$ cat config.mk
export PLATFORM = sky130hd
export DESIGN_NAME = mem_ctrl
export DESIGN_NICKNAME = d
export VERILOG_FILES = /design/src/rtl/mem_ctrl_pkg.sv /design/src/rtl/mem_ctrl_asm.sv /design/src/rtl/mem_ctrl.sv
export SDC_FILE = /design/constraint.sdc
export NUM_CORES = 1
export LEC_CHECK = 0
export ABC_CLOCK_PERIOD_IN_PS = 4510
export CAP_MARGIN = 20
export CELL_PAD_IN_SITES_DETAIL_PLACEMENT = 0
export CELL_PAD_IN_SITES_GLOBAL_PLACEMENT = 1
export CORE_MARGIN = 2
export CORE_UTILIZATION = 36
export CTS_BUF_LIST = sky130_fd_sc_hd__clkbuf_2 sky130_fd_sc_hd__clkbuf_4 sky130_fd_sc_hd__clkbuf_8
export CTS_CLUSTER_SIZE = 14
export DETAILED_ROUTE_END_ITERATION = 8
export GPL_ROUTABILITY_DRIVEN = 0
export HOLD_SLACK_MARGIN = 0.05
export PLACE_DENSITY = 0.76
export SYNTH_ARGS = -nofsm -noshare
export SYNTH_HDL_FRONTEND = slang
export SYNTH_SLANG_ARGS = --single-unit
export TNS_END_PERCENT = 30
$ cat constraint.sdc
create_clock -name clk -period 4.51 [get_ports clk]
set_clock_uncertainty 0.15 [all_clocks]
set_input_delay 0.6765 -clock clk [delete_from_list [all_inputs] [get_ports clk]]
set_output_delay 0.6765 -clock clk [all_outputs]
set_load 0.02 [all_outputs]
$ cat src/rtl/mem_ctrl_pkg.sv
`default_nettype none
// +----------------------------------------------------------------------------+
// | mem_ctrl_pkg : shared types and encodings for the byte-serial memory ctrl  |
// | Rev 1.0                                                                    |
// +----------------------------------------------------------------------------+
package mem_ctrl_pkg;

  typedef enum logic [1:0] {
    IDLE  = 2'd0,
    READ  = 2'd1,
    WRITE = 2'd2,
    DONE  = 2'd3
  } state_t;

  typedef enum logic {
    OWN_IF  = 1'b0,
    OWN_MEM = 1'b1
  } owner_t;

  localparam logic [1:0] LEN_B = 2'd0;
  localparam logic [1:0] LEN_H = 2'd1;
  localparam logic [1:0] LEN_W = 2'd3;

  function automatic logic [2:0] len_bytes(input logic [1:0] len);
    if (len == LEN_B)      return 3'd1;
    else if (len == LEN_H) return 3'd2;
    else                   return 3'd4;
  endfunction

endpackage
`default_nettype wire

$ cat src/rtl/mem_ctrl_asm.sv
`default_nettype none
// +----------------------------------------------------------------------------+
// | mem_ctrl_asm : byte-lane insert/zero-fill for reads, byte extract for writes|
// | Rev 1.0                                                                    |
// +----------------------------------------------------------------------------+
module mem_ctrl_asm
  import mem_ctrl_pkg::*;
(
  input  logic [31:0] i_word,
  input  logic [1:0]  i_cap_lane,
  input  logic [7:0]  i_cap_byte,
  input  logic [1:0]  i_len,
  output logic [31:0] o_word_ins,
  output logic [31:0] o_word_zf,
  input  logic [31:0] i_wdata,
  input  logic [1:0]  i_wr_lane,
  output logic [7:0]  o_wr_byte
);

  always_comb begin
    o_word_ins = i_word;
    o_word_ins[{i_cap_lane, 3'b000} +: 8] = i_cap_byte;
  end

  // zero-fill operates on the freshly inserted word so the final byte lands in the same cycle
  always_comb begin
    case (i_len)
      LEN_B:   o_word_zf = {24'd0, o_word_ins[7:0]};
      LEN_H:   o_word_zf = {16'd0, o_word_ins[15:0]};
      default: o_word_zf = o_word_ins;
    endcase
  end

  always_comb begin
    o_wr_byte = i_wdata[{i_wr_lane, 3'b000} +: 8];
  end

endmodule
`default_nettype wire

$ cat src/rtl/mem_ctrl.sv
`default_nettype none
// +----------------------------------------------------------------------------+
// | mem_ctrl : arbitrates fetch and load/store onto a byte-wide synchronous RAM |
// | Rev 1.0 ; define MEM_CTRL_STAT_EN to add stat_if / stat_mem counters        |
// +----------------------------------------------------------------------------+
module mem_ctrl
  import mem_ctrl_pkg::*;
#(
  parameter int ADDR_W = 17
) (
  input  logic              clk,
  input  logic              rst,
  input  logic              if_req,
  input  logic [31:0]       if_addr,
  output logic              if_ok,
  output logic [31:0]       if_data,
  input  logic              flush,
  input  logic              mem_req,
  input  logic              mem_we,
  input  logic [1:0]        mem_len,
  input  logic [31:0]       mem_addr,
  input  logic [31:0]       mem_wdata,
  output logic              mem_ok,
  output logic [31:0]       mem_rdata,
  output logic [ADDR_W-1:0] ram_a,
  output logic              ram_wr,
  output logic [7:0]        ram_din,
  input  logic [7:0]        ram_dout
`ifdef MEM_CTRL_STAT_EN
  ,
  output logic [31:0]       stat_if,
  output logic [31:0]       stat_mem
`endif
);

  state_t              r_state, w_state_nxt;
  owner_t              r_owner, w_owner_nxt;
  logic                r_we, w_we_nxt;
  logic [1:0]          r_len, w_len_nxt;
  logic [ADDR_W-1:0]   r_addr, w_addr_nxt;
  logic [31:0]         r_wdata, w_wdata_nxt;
  logic [2:0]          r_cnt, w_cnt_nxt;
  logic [31:0]         r_buf, w_buf_nxt;

  logic                r_if_ok, w_if_ok_nxt;
  logic                r_mem_ok, w_mem_ok_nxt;
  logic [31:0]         r_if_data, w_if_data_nxt;
  logic [31:0]         r_mem_rdata, w_mem_rdata_nxt;
  logic [ADDR_W-1:0]   r_ram_a, w_ram_a_nxt;
  logic                r_ram_wr, w_ram_wr_nxt;
  logic [7:0]          r_ram_din, w_ram_din_nxt;

  logic                w_acc_mem, w_acc_if;
  logic [2:0]          w_nbytes;
  logic [1:0]          w_cap_lane;
  logic [31:0]         w_word_ins, w_word_zf;
  logic [7:0]          w_wr_byte;
  logic                w_unused;

  assign w_unused   = ^{if_addr[31:ADDR_W], mem_addr[31:ADDR_W], w_word_ins};
  assign w_nbytes   = len_bytes(r_len);
  assign w_cap_lane = r_cnt[1:0] - 2'd1;
  assign w_acc_mem  = (r_state == IDLE) && mem_req;
  assign w_acc_if   = (r_state == IDLE) && !mem_req && if_req && !flush;

  mem_ctrl_asm u_asm (
    .i_word     (r_buf),
    .i_cap_lane (w_cap_lane),
    .i_cap_byte (ram_dout),
    .i_len      (r_len),
    .o_word_ins (w_word_ins),
    .o_word_zf  (w_word_zf),
    .i_wdata    (w_wdata_nxt),
    .i_wr_lane  (w_cnt_nxt[1:0]),
    .o_wr_byte  (w_wr_byte)
  );

  always_ff @(posedge clk or negedge rst) begin
    if (!rst) r_state <= IDLE;
    else      r_state <= w_state_nxt;
  end

  always_comb begin
    w_state_nxt = r_state;
    case (r_state)
      IDLE: begin
        if (mem_req)                w_state_nxt = mem_we ? WRITE : READ;
        else if (if_req && !flush)  w_state_nxt = READ;
      end
      READ: begin
        if (flush && (r_owner == OWN_IF)) w_state_nxt = IDLE;
        else if (r_cnt == w_nbytes)       w_state_nxt = DONE;
      end
      WRITE: begin
        if (r_cnt == w_nbytes - 3'd1) w_state_nxt = DONE;
      end
      default: w_state_nxt = IDLE;
    endcase
  end

  // request latch: fields are captured only on acceptance and then frozen
  always_comb begin
    w_owner_nxt = r_owner;
    w_we_nxt    = r_we;
    w_len_nxt   = r_len;
    w_addr_nxt  = r_addr;
    w_wdata_nxt = r_wdata;
    w_cnt_nxt   = 3'd0;
    if (w_acc_mem) begin
      w_owner_nxt = OWN_MEM;
      w_we_nxt    = mem_we;
      w_len_nxt   = (mem_len == 2'd2) ? LEN_W : mem_len;
      w_addr_nxt  = mem_addr[ADDR_W-1:0];
      w_wdata_nxt = mem_wdata;
    end else if (w_acc_if) begin
      w_owner_nxt = OWN_IF;
      w_we_nxt    = 1'b0;
      w_len_nxt   = LEN_W;
      w_addr_nxt  = if_addr[ADDR_W-1:0];
    end
    if ((r_state == READ) || (r_state == WRITE)) w_cnt_nxt = r_cnt + 3'd1;
  end

  // outputs are computed for the state being entered so every pin comes straight from a flop
  always_comb begin
    w_buf_nxt       = r_buf;
    w_if_ok_nxt     = 1'b0;
    w_mem_ok_nxt    = 1'b0;
    w_if_data_nxt   = r_if_data;
    w_mem_rdata_nxt = r_mem_rdata;
    w_ram_a_nxt     = '0;
    w_ram_wr_nxt    = 1'b0;
    w_ram_din_nxt   = 8'd0;
    if (w_acc_mem || w_acc_if)                w_buf_nxt = 32'd0;
    else if ((r_state == READ) && (r_cnt != 3'd0)) w_buf_nxt = w_word_ins;
    if ((w_state_nxt == READ) && (w_cnt_nxt < len_bytes(w_len_nxt)))
      w_ram_a_nxt = w_addr_nxt + ADDR_W'(w_cnt_nxt);
    if (w_state_nxt == WRITE) begin
      w_ram_a_nxt   = w_addr_nxt + ADDR_W'(w_cnt_nxt);
      w_ram_wr_nxt  = 1'b1;
      w_ram_din_nxt = w_wr_byte;
    end
    if (w_state_nxt == DONE) begin
      if (r_owner == OWN_IF) begin
        w_if_ok_nxt   = 1'b1;
        w_if_data_nxt = w_word_zf;
      end else begin
        w_mem_ok_nxt = 1'b1;
        if (!r_we) w_mem_rdata_nxt = w_word_zf;
      end
    end
  end

  always_ff @(posedge clk or negedge rst) begin
    if (!rst) begin
      r_owner     <= OWN_IF;
      r_we        <= 1'b0;
      r_len       <= LEN_B;
      r_addr      <= '0;
      r_wdata     <= 32'd0;
      r_cnt       <= 3'd0;
      r_buf       <= 32'd0;
      r_if_ok     <= 1'b0;
      r_mem_ok    <= 1'b0;
      r_if_data   <= 32'd0;
      r_mem_rdata <= 32'd0;
      r_ram_a     <= '0;
      r_ram_wr    <= 1'b0;
      r_ram_din   <= 8'd0;
    end else begin
      r_owner     <= w_owner_nxt;
      r_we        <= w_we_nxt;
      r_len       <= w_len_nxt;
      r_addr      <= w_addr_nxt;
      r_wdata     <= w_wdata_nxt;
      r_cnt       <= w_cnt_nxt;
      r_buf       <= w_buf_nxt;
      r_if_ok     <= w_if_ok_nxt;
      r_mem_ok    <= w_mem_ok_nxt;
      r_if_data   <= w_if_data_nxt;
      r_mem_rdata <= w_mem_rdata_nxt;
      r_ram_a     <= w_ram_a_nxt;
      r_ram_wr    <= w_ram_wr_nxt;
      r_ram_din   <= w_ram_din_nxt;
    end
  end

  assign if_ok     = r_if_ok;
  assign if_data   = r_if_data;
  assign mem_ok    = r_mem_ok;
  assign mem_rdata = r_mem_rdata;
  assign ram_a     = r_ram_a;
  assign ram_wr    = r_ram_wr;
  assign ram_din   = r_ram_din;

`ifdef MEM_CTRL_STAT_EN
  logic [31:0] r_stat_if, r_stat_mem;

  always_ff @(posedge clk or negedge rst) begin
    if (!rst) begin
      r_stat_if  <= 32'd0;
      r_stat_mem <= 32'd0;
    end else begin
      if (w_if_ok_nxt)  r_stat_if  <= r_stat_if + 32'd1;
      if (w_mem_ok_nxt) r_stat_mem <= r_stat_mem + 32'd1;
    end
  end

  assign stat_if  = r_stat_if;
  assign stat_mem = r_stat_mem;
`endif

endmodule
`default_nettype wire

; After elaboration in Yosys (flattened, before gate mapping)
; Cells that the tools add are included.
[totals]
register_bits = 182
latchBits = 0
mem_bits_rw = 0
mem_bits_ro = 0
out_inout_bits = 92
wordCells = 89
memories = 0
[op_classes]
n_addsub = 5
mul = 0
n_div = 0
order_cmp = 1
n_eq_ne = 10
n_shift = 3
mux = 33
bitwise = 2
n_reduce_logical = 20
[ops]
columns = op, n
row1 = $mux 32, 3
row2 = $mux 17, 4
row3 = $pmux 32 s2, 1
row4 = $bwmux 32, 1
row5 = $shift 8x7->32 const A, 1
row6 = $shiftx 32x6->8, 1
row7 = $shiftx 8x7->32, 1
row8 = $mux 2, 9
row9 = $add 17x3->17, 1
row10 = $mux 3, 5
row11 = $eq 2x1->1 const B, 4
row12 = $eq 2x2->1 const B, 4
row13 = $logic_and 1x1->1, 8
row14 = $mux 1, 8
row15 = $mux 8, 1
row16 = $neg 5->7, 1
row17 = $eq 3x3->1, 2
row18 = $logic_not 2->1, 3
row19 = $pmux 2 s3, 1
row20 = $reduce_bool 2->1, 2
row21 = $add 3x1->3 const B, 1
row22 = $lt 3x3->1, 1
row23 = $reduce_and 3->1, 1
row24 = $reduce_bool 3->1, 1
row25 = other kinds (6), 9

; Longest topological paths before layout
; Gate-level depths: netlist of the first run.
[logic_depth]
word_depth = 13
ltp_mapped = 18
ltp_nobuf = 13

; Modules after synthesis
; From an unflattened synthesis of the first run, not the netlist that was laid out.
[hier_totals]
cells_unflattened = 847
area_unflattened_um2 = 9026.2
[modules_own_cells]
columns = module, instances, cells_per_inst, area_per_inst_um2, seq_area_each_um2
row1 = mem_ctrl, 1, 710, 7896.3, 4554.4
row2 = mem_ctrl_asm, 1, 137, 1129.8, 0.0

; Worst setup path after synthesis of the first run
; OpenSTA, ideal clock, no wires.
[synth_path]
kind = flip-flop to flip-flop
startpoint = reg r_state[0]
endpoint = reg r_ram_a[13], in the netlist ram_a[13]
setup_time_ns = 0.087
t_arrival_ns = 4.030
setup_slack_ns = 0.243
stages_incl_launch_ff = 17
path_buffers = 5
period_less_slack_ns = 4.267
cell_sequence = dfrtp_1 > inv_1 > ha_1 > buf_2 > and2_1 > clkbuf_1 > clkbuf_1 > buf_1 > clkbuf_1 > o21ai_0 > ha_1 > a21o_1 > a21oi_1 > a211oi_2 > or4b_4 > or4_1 > a22oi_1
[synth_via]
word_cells_on_any_way = 30
[synth_rtl]
columns = item, line_no
row1 = "start, declared", mem_ctrl.sv:36  ; state_t r_state, w_state_nxt;
row2 = "start signal, assigned", mem_ctrl.sv:80  ; else r_state <= w_state_nxt;
row3 = $logic_not 2->1 (*), "mem_ctrl.sv:63, mem_ctrl.sv:64"
row4 = $logic_and 1x1->1 (3 in series), mem_ctrl.sv:64  ; assign w_acc_if = (r_state == IDLE) && !mem_req && if_req && !flush;
row5 = $mux 17, mem_ctrl.sv:115  ; end else if (w_acc_if) begin
row6 = $mux 17 (*), mem_ctrl.sv:109  ; if (w_acc_mem) begin
row7 = named net w_addr_nxt[1], mem_ctrl.sv:40  ; logic [ADDR_W-1:0] r_addr, w_addr_nxt;
row8 = $add 17x3->17 (*), "mem_ctrl.sv:137, mem_ctrl.sv:139"
row9 = $mux 17, mem_ctrl.sv:136  ; if ((w_state_nxt == READ) && (w_cnt_nxt < len_bytes(w_len_nxt)))
row10 = $mux 17 (*), mem_ctrl.sv:138  ; if (w_state_nxt == WRITE) begin
row11 = named net w_ram_a_nxt[13], mem_ctrl.sv:49  ; logic [ADDR_W-1:0] r_ram_a, w_ram_a_nxt;
row12 = "end signal, assigned", mem_ctrl.sv:182  ; r_ram_a <= w_ram_a_nxt;
row13 = "end, declared", mem_ctrl.sv:49
; Mark *: on every way through the listed nets, which the timed path passes. The rest lies on a longest branch.
; A chain may end at the register's enable or synchronous reset.

; Worst setup path in the final report of the first run
[layout_path]
startpoint = reg r_state[0]
endpoint = reg r_ram_a[16], in the netlist ram_a[16]
; Same word-level chain as after synthesis.

==> results of run 1 <==
[power by group through the flow]
| stage | Combinational [µW] | Clock [µW] | Sequential [µW] |
|---|---|---|---|
| after floorplan | 1750 | 0 | 2400 |
| after global placement | 2740 | 0 | 2280 |
| after detailed placement | 2780 | 0 | 2280 |
| after CTS | 2790 | 1140 | 2250 |
| after global routing | 3060 | 1200 | 2300 |
| final | 2760 | 1090 | 2250 |
[cell families (layout without fill, tap and decap cells)]
logic type	Yosys count	in the layout
compound gates	176	176
xor+xnor	8	8
fa+ha+maj	17	17
buf+inv	76	249
flops	182	182
mux	75	75
simple gates	263	263
[cells in the mapped netlist, drive strengths merged (2+ instances only)]
library cell,n,area share
nor4b,8,0.0080
buf,21,0.020
nand2,129,0.055
xnor2,6,0.0060
and3,7,0.0050
nor2,15,0.0067
o21a,3,0.0026
o221ai,9,0.0090
o2111ai,3,0.0030
or2,3,0.0021
dfrtp,182,0.52
and2,5,0.0036
nor2b,48,0.035
clkbuf,32,0.015
or3,3,0.0021
mux2i,10,0.011
o22ai,2,0.0014
a22o,32,0.032
nand2b,16,0.011
or4,4,0.0034
inv,23,0.0099
nand4b,3,0.0030
nand4,3,0.0021
mux2,65,0.097
xor2,2,0.0020
or4b,2,0.0027
o211a,2,0.0023
a21o,14,0.012
a22oi,8,0.0069
o21ai,31,0.018
ha,16,0.023
nand3,3,0.0017
and4,3,0.0033
a21boi,6,0.0051
o31ai,4,0.0034
o211ai,3,0.0026
nor4,5,0.0053
a21oi,51,0.029
[layout make-up]
cell class | count | area, µm²
fill | 2298 | 13000
sequential | 182 | 4550
multi-input combinational | 539 | 3810
timing repair buffer | 194 | 1890
tap | 324 | 405
clock buffer | 17 | 234
clock inverter | 15 | 159
inverter | 23 | 86.3
[through the flow]
stage	cells	utilization
6_report	1294	0.462
5_1_grt	1294	0.462
4_1_cts	1294	0.462
3_5_place_dp	1262	0.446
3_3_place_gp	1262	0.446
2_1_floorplan	797	-
[per-layer routing]
layer  global-route usage  vias to the layer above  part of all wire
met5                    0                        -                 0
met4               0.0303                        0            0.0065
met3               0.0462                       13             0.055
met2                0.276                      163              0.47
met1                0.244                     3147              0.47
li1                     -                     3113                 -
[worst max-delay path by stage]
stage / cells after the start / slack [ns] / end
5_1_grt: 14 / 0.30 / ram_a[16]
6_report: 14 / 0.70 / ram_a[16]
4_1_cts: 14 / 0.68 / ram_a[16]
3_3_place_gp: 11 / 0.46 / ram_a[13]
3_5_place_dp: 12 / 0.40 / ram_a[16]
2_1_floorplan: 16 / 0.24 / ram_a[13]
[flip-flops by register name, indices dropped and copies added, names as in the netlist]
register and count:
if_ok 1, ram_wr 1, r_we 1, r_cnt 3, r_buf 32, r_addr 17
mem_ok 1, r_wdata 32, r_state 2, r_owner 1, if_data 32, ram_din 8
mem_rdata 32, r_len 2, ram_a 17
==> metrics.md, run 1 <==
| Metric | Value |
|---|---|
| Antenna Violating Nets Remaining | `0` |
| Mapped Area | `8750 µm²` |
| Postcts setup bufs | `0` |
| DRT iter0 DRCs | `405` |
| Placed Instance Area | `10,700 µm²` |
| Internal power | `3630 µW` |
| Total CTS buffers | `17` |
| Initial Util | `0.363` |
| Reg2reg end | `ram_a[16]` |
| Max FO, Critical Path | `22` |
| Top-Level Pins | `204` |
| Number of enable flip-flop cells after synthesis | `0` |
| Hold_ws | `0.132 ns` |
| Total negative slack | `0 ns` |
| Antenna diode count | `0` |
| Post-DP HPWL | `around 15,000 µm` |
| Main combinational cell family by area after synthesis | `simple AND/OR/NAND/NOR gates` |
| Status | `finished clean` |
| Post-Syn Nets | `926` |
| RSZ-0062 raised after global routing | `false` |
| Most common cell after layout, fill and taps aside | `dfrtp_1` |
| Mean Syn Cell Area | `11.0 µm²` |
| Die width | `approximately 160 µm` |
| Slowest CP cell | `or4_1` |
| Pwr Density | `547 nW/µm²` |
| Sw frac | `0.405` |
| Crit path kind | `flip-flop to flip-flop` |
| Synthesized-area fraction occupied by adder cells | `0.0252` |
| CTS resizes | `0` |
| # nets final | `1,086` |
| Core area | `24,100 µm²` |
| Switching power total | `2470 µW` |
| H-Tree Depth | `4` |
| Initial antenna violation count | `0` |
| Vias in the first global route | `6,321` |
| Reg2Reg Depth | `14` |
| Die height | `160 µm` |
| Max Cap Viol | `0` |
| Most frequent cells in the layout | `182 x dfrtp_1, 172 x clkdlybuf4s50_1, 129 x nand2_1` |
| Post-Place Setup Slack | `0.395 ns` |
| Synth Area in XOR/XNOR | `0.00801` |
| Drt drc | `0` |
| Final Cell Area | `11,100 µm²` |
| TritonCTS clock tree | `built` |
| Slew Limit Headroom | `0.286` |
| CP cell instances | `inv_1, ha_1, buf_4, and2_2, nand2_1, o21ai_0, ha_1, fa_1, a21oi_1, nor2_1, a21oi_1, or4_1, or4_1, a22oi_1` |
| Grt ovf | `0` |
| PortBufs | `about 170` |
| Final setup margin | `0.697 ns` |
| CTS clk-pin slew, worst paths | `about 0.11 ns` |
| CP bufs+invs | `2` |
| Clock power share | `0.180` |
| Peak Freq | `262 MHz` |
| Setup violators final | `0` |
| Vias/cell | `4.97` |
| Crit path DAT | `4.04 ns` |
| Max Slew Vio Count | `0` |
| VDD IR max | `between 0.2 and 0.25 mV` |
| Top_reg_cell synth | `dfrtp_1` |
| CP delay by family, top | `simple AND/OR/NAND/NOR gates` |
| Final cycle utilization of the critical path | `0.845` |
| Root Buffer | `clkbuf_8` |
| CTS sink cnt | `182` |
| Startpoint types | `flip-flop` |
| Final Hold Fails | `0` |
| Slew of the pin with the lowest slew margin | `about 1.1 ns` |
| Pwr Total | `6100 µW` |
| FF-to-FF Start | `r_state[0]` |
| Hold/Removal Path Class | `primary input to asynchronous set/reset pin` |
| Die ar. | `25,600 µm²` |
| Drt pass-1 iters | `4` |
| Drt wl/cell | `17.0 µm` |
| Critical Path Max Stage Delay | `0.53 ns` |
| Leak | `0.00508 µW` |
| First-pass GRT wire length | `35,200 µm` |
| Synth unique cells | `66` |
| R2r setup slk | `0.70 ns` |
| Synth Area in Simple Gates | `0.157` |
| Seq cells post-synth | `between 150 and 200` |
| Area delta synth->final | `27.3%` |
| Multiplexer share of the synthesized area | `0.108` |
| Comb power frac | `0.452` |
| Hold_buf cts | `0` |
| Total GRT Usage | `0.174` |
| Total wire length | `21,900 µm` |
| Flop pwr share | `0.368` |
| Critical Path Source | `r_state[0]` |
| Compound-Gate Fraction of Synth Area | `0.136` |
| Largest net degree at the start of global routing | `roughly 100` |
| Syn Inst Count | `797` |
| Fraction of layout cells with a size suffix above 1 | `0.138` |
| Seq/Total Area, Yosys | `0.520` |
| CP Capture Type | `flip-flop` |
| Ys async rst share | `1.00` |
| Req. time, crit path | `4.74 ns` |
| Clock Tree Buf Depth | `2` |
| Yosys warns | `0` |
| DR vias | `around 6,400` |
| Clock Latency Late Sink | `0.47 ns` |
| FP Rows | `57` |
| Min Tclk post-route | `3.81 ns` |
Power figures use the tool's default switching activity.
==> run 2, diff against run 1 <==
--- a/config.mk
+++ b/config.mk
@@ -5,18 +5,18 @@
 export SDC_FILE = /design/constraint.sdc
 export NUM_CORES = 1
 export LEC_CHECK = 0
-export ABC_CLOCK_PERIOD_IN_PS = 4510
+export ABC_CLOCK_PERIOD_IN_PS = 3850
 export CAP_MARGIN = 20
 export CELL_PAD_IN_SITES_DETAIL_PLACEMENT = 0
 export CELL_PAD_IN_SITES_GLOBAL_PLACEMENT = 1
 export CORE_MARGIN = 2
-export CORE_UTILIZATION = 36
+export CORE_UTILIZATION = 40
 export CTS_BUF_LIST = sky130_fd_sc_hd__clkbuf_2 sky130_fd_sc_hd__clkbuf_4 sky130_fd_sc_hd__clkbuf_8
 export CTS_CLUSTER_SIZE = 14
 export DETAILED_ROUTE_END_ITERATION = 8
 export GPL_ROUTABILITY_DRIVEN = 0
 export HOLD_SLACK_MARGIN = 0.05
-export PLACE_DENSITY = 0.76
+export PLACE_DENSITY = 0.8
 export SYNTH_ARGS = -nofsm -noshare
 export SYNTH_HDL_FRONTEND = slang
 export SYNTH_SLANG_ARGS = --single-unit
==> constraint.sdc (replaced) <==
create_clock -name clk -period 3.85 [get_ports clk]
set_clock_uncertainty 0.15 [all_clocks]
set_input_delay 0.5775 -clock clk [delete_from_list [all_inputs] [get_ports clk]]
set_output_delay 0.5775 -clock clk [all_outputs]
set_load 0.02 [all_outputs]
==> metrics.md, run 2 (synthesized netlist as in run 1, its figures left out) <==
| Metric | Value |
|---|---|
| Status | `finished clean` |
| Comb power frac | `0.458` |
| Postcts setup bufs | `0` |
| Final setup margin | `0.223 ns` |
| Max Cap Viol | `0` |
| Drt drc | `0` |
| Hold/Removal Path Class | `flip-flop to flip-flop` |
| Root Buffer | `clkbuf_8` |
| Total GRT Usage | `0.188` |
| Clock power share | `0.177` |
| Setup crit end | `ram_a[13]` |
| Crit path kind | `flip-flop to flip-flop` |
| Min Tclk post-route | `3.63 ns` |
| Clock Latency Late Sink | `0.46 ns` |
| Max Slew Vio Count | `0` |
| Leak | `0.00518 µW` |
| Hold_buf cts | `1` |
| PortBufs | `173` |
| Req. time, crit path | `4.08 ns` |
| Initial Util | `0.405` |
| FF-to-FF Start | `r_state[0]` |
| Setup violators final | `0` |
| CP Capture Type | `flip-flop` |
| Slew of the pin with the lowest slew margin | `0.874 ns` |
| Total CTS buffers | `17` |
| Pwr Density | `645 nW/µm²` |
| CTS resizes | `0` |
| Vias/cell | `between 5 and 6` |
| VDD IR max | `roughly 0.31 mV` |
| Final Hold Fails | `0` |
| # nets final | `1,103` |
| Final cycle utilization of the critical path | `0.942` |
| Drt pass-1 iters | `4` |
| Antenna Violating Nets Remaining | `0` |
| Post-Place Setup Slack | `-0.110 ns` |
| Top-Level Pins | `between 200 and 250` |
| DRT iter0 DRCs | `421` |
| Reg2Reg Depth | `11` |
| Vias in the first global route | `approximately 6,700` |
| Post-DP HPWL | `15,300 µm` |
| Max FO, Critical Path | `5` |
| Flop pwr share | `0.366` |
| Critical Path Source | `r_state[0]` |
| Fraction of layout cells with a size suffix above 1 | `0.152` |
| Reg2reg end | `ram_a[13]` |
| Sw frac | `0.402` |
| Die ar. | `23,100 µm²` |
| H-Tree Depth | `4` |
| Area delta synth->final | `28.5%` |
| Clock Tree Buf Depth | `2` |
| CTS sink cnt | `182` |
| First-pass GRT wire length | `34,900 µm` |
| Most frequent cells in the layout | `182 x dfrtp_1, 172 x clkdlybuf4s50_1, 129 x nand2_1` |
| Total wire length | `21,500 µm` |
| Peak Freq | `276 MHz` |
| Internal power | `4340 µW` |
| Antenna diode count | `0` |
| Crit path DAT | `3.86 ns` |
| R2r setup slk | `0.22 ns` |
| # fillers | `2,009` |
| Slew Limit Headroom | `0.413` |
| Most common cell after layout, fill and taps aside | `dfrtp_1` |
| Cells on Worst Hold Path | `2` |
| CTS clk-pin slew, worst paths | `0.10 ns` |
| Die width | `~150 µm` |
| Startpoint types | `flip-flop` |
| Drt wl/cell | `16.9 µm` |
| Total negative slack | `0 ns` |
| FP Rows | `54` |
| Die height | `approximately 150 µm` |
| Hold_ws | `0.330 ns` |
| DR vias | `6,524` |
| Initial antenna violation count | `2` |
| RSZ-0062 raised after global routing | `false` |
| TritonCTS clock tree | `built` |
| Largest net degree at the start of global routing | `slightly below 90` |
| Grt ovf | `0` |
| Switching power total | `2910 µW` |
| Core area | `between 20,000 and 25,000 µm²` |
==> run 2: per-layer routing <==
metal	track usage	wire (µm)
met5	0	0
met4	0.0378	149
met3	0.0536	1410
met2	0.308	10000
met1	0.250	9840
==> run 2: per-stage QoR <==
step	area [µm²]	total power, µW	util	cells
2_1_floorplan	8760	4870	-	797
3_3_place_gp	10800	5970	0.501	1234
3_5_place_dp	10800	6030	0.501	1234
4_1_cts	11200	7320	0.520	1267
5_1_grt	11200	7770	0.520	1267
6_report	11200	7250	0.520	1267
==> run 2: how the worst min path moves through the flow <==
stage | from | endpoint | slack [ns]
after CTS | r_wdata[19] | r_wdata[19] | 0.33
final | r_wdata[16] | r_wdata[16] | 0.33
after global placement | r_wdata[19] | r_wdata[19] | 0.30
after detailed placement | r_wdata[19] | r_wdata[19] | 0.30
after floorplan | rst | if_data[0] | 0.13
after global routing | r_wdata[16] | r_wdata[16] | 0.35
==> run 2: power by group through the flow <==
| stage | logic [µW] | clock network (µW) | registers, µW |
|---|---|---|---|
| CTS | 3350 | 1310 | 2660 |
| floorplan | 2060 | 0 | 2810 |
| global placement | 3290 | 0 | 2680 |
| finish | 3320 | 1280 | 2650 |
| detailed placement | 3340 | 0 | 2680 |
| global route | 3660 | 1400 | 2710 |
==> run 2: worst max-delay path, cell delays in order, from the launching register on <==
cell,delay (ns)
dfrtp_1,0.43
inv_1,0.12
ha_1,0.23
and4bb_2,0.36
mux2i_1,0.21
o21ai_0,0.14
ha_1,0.35
a21oi_1,0.11
a211oi_2,0.27
or4b_4,0.52
or4_1,0.48
a22oi_1,0.17
==> run 2: layout make-up <==
cell class	count	area, µm²	share of cell area
Sequential cell	182	4550	0.405
Multi-Input combinational cell	539	3810	0.339
Timing Repair Buffer	211	2050	0.182
Tap cell	280	350	0.0312
Clock buffer	17	234	0.0208
Clock inverter	15	159	0.0141
Inverter	23	86.3	0.00768
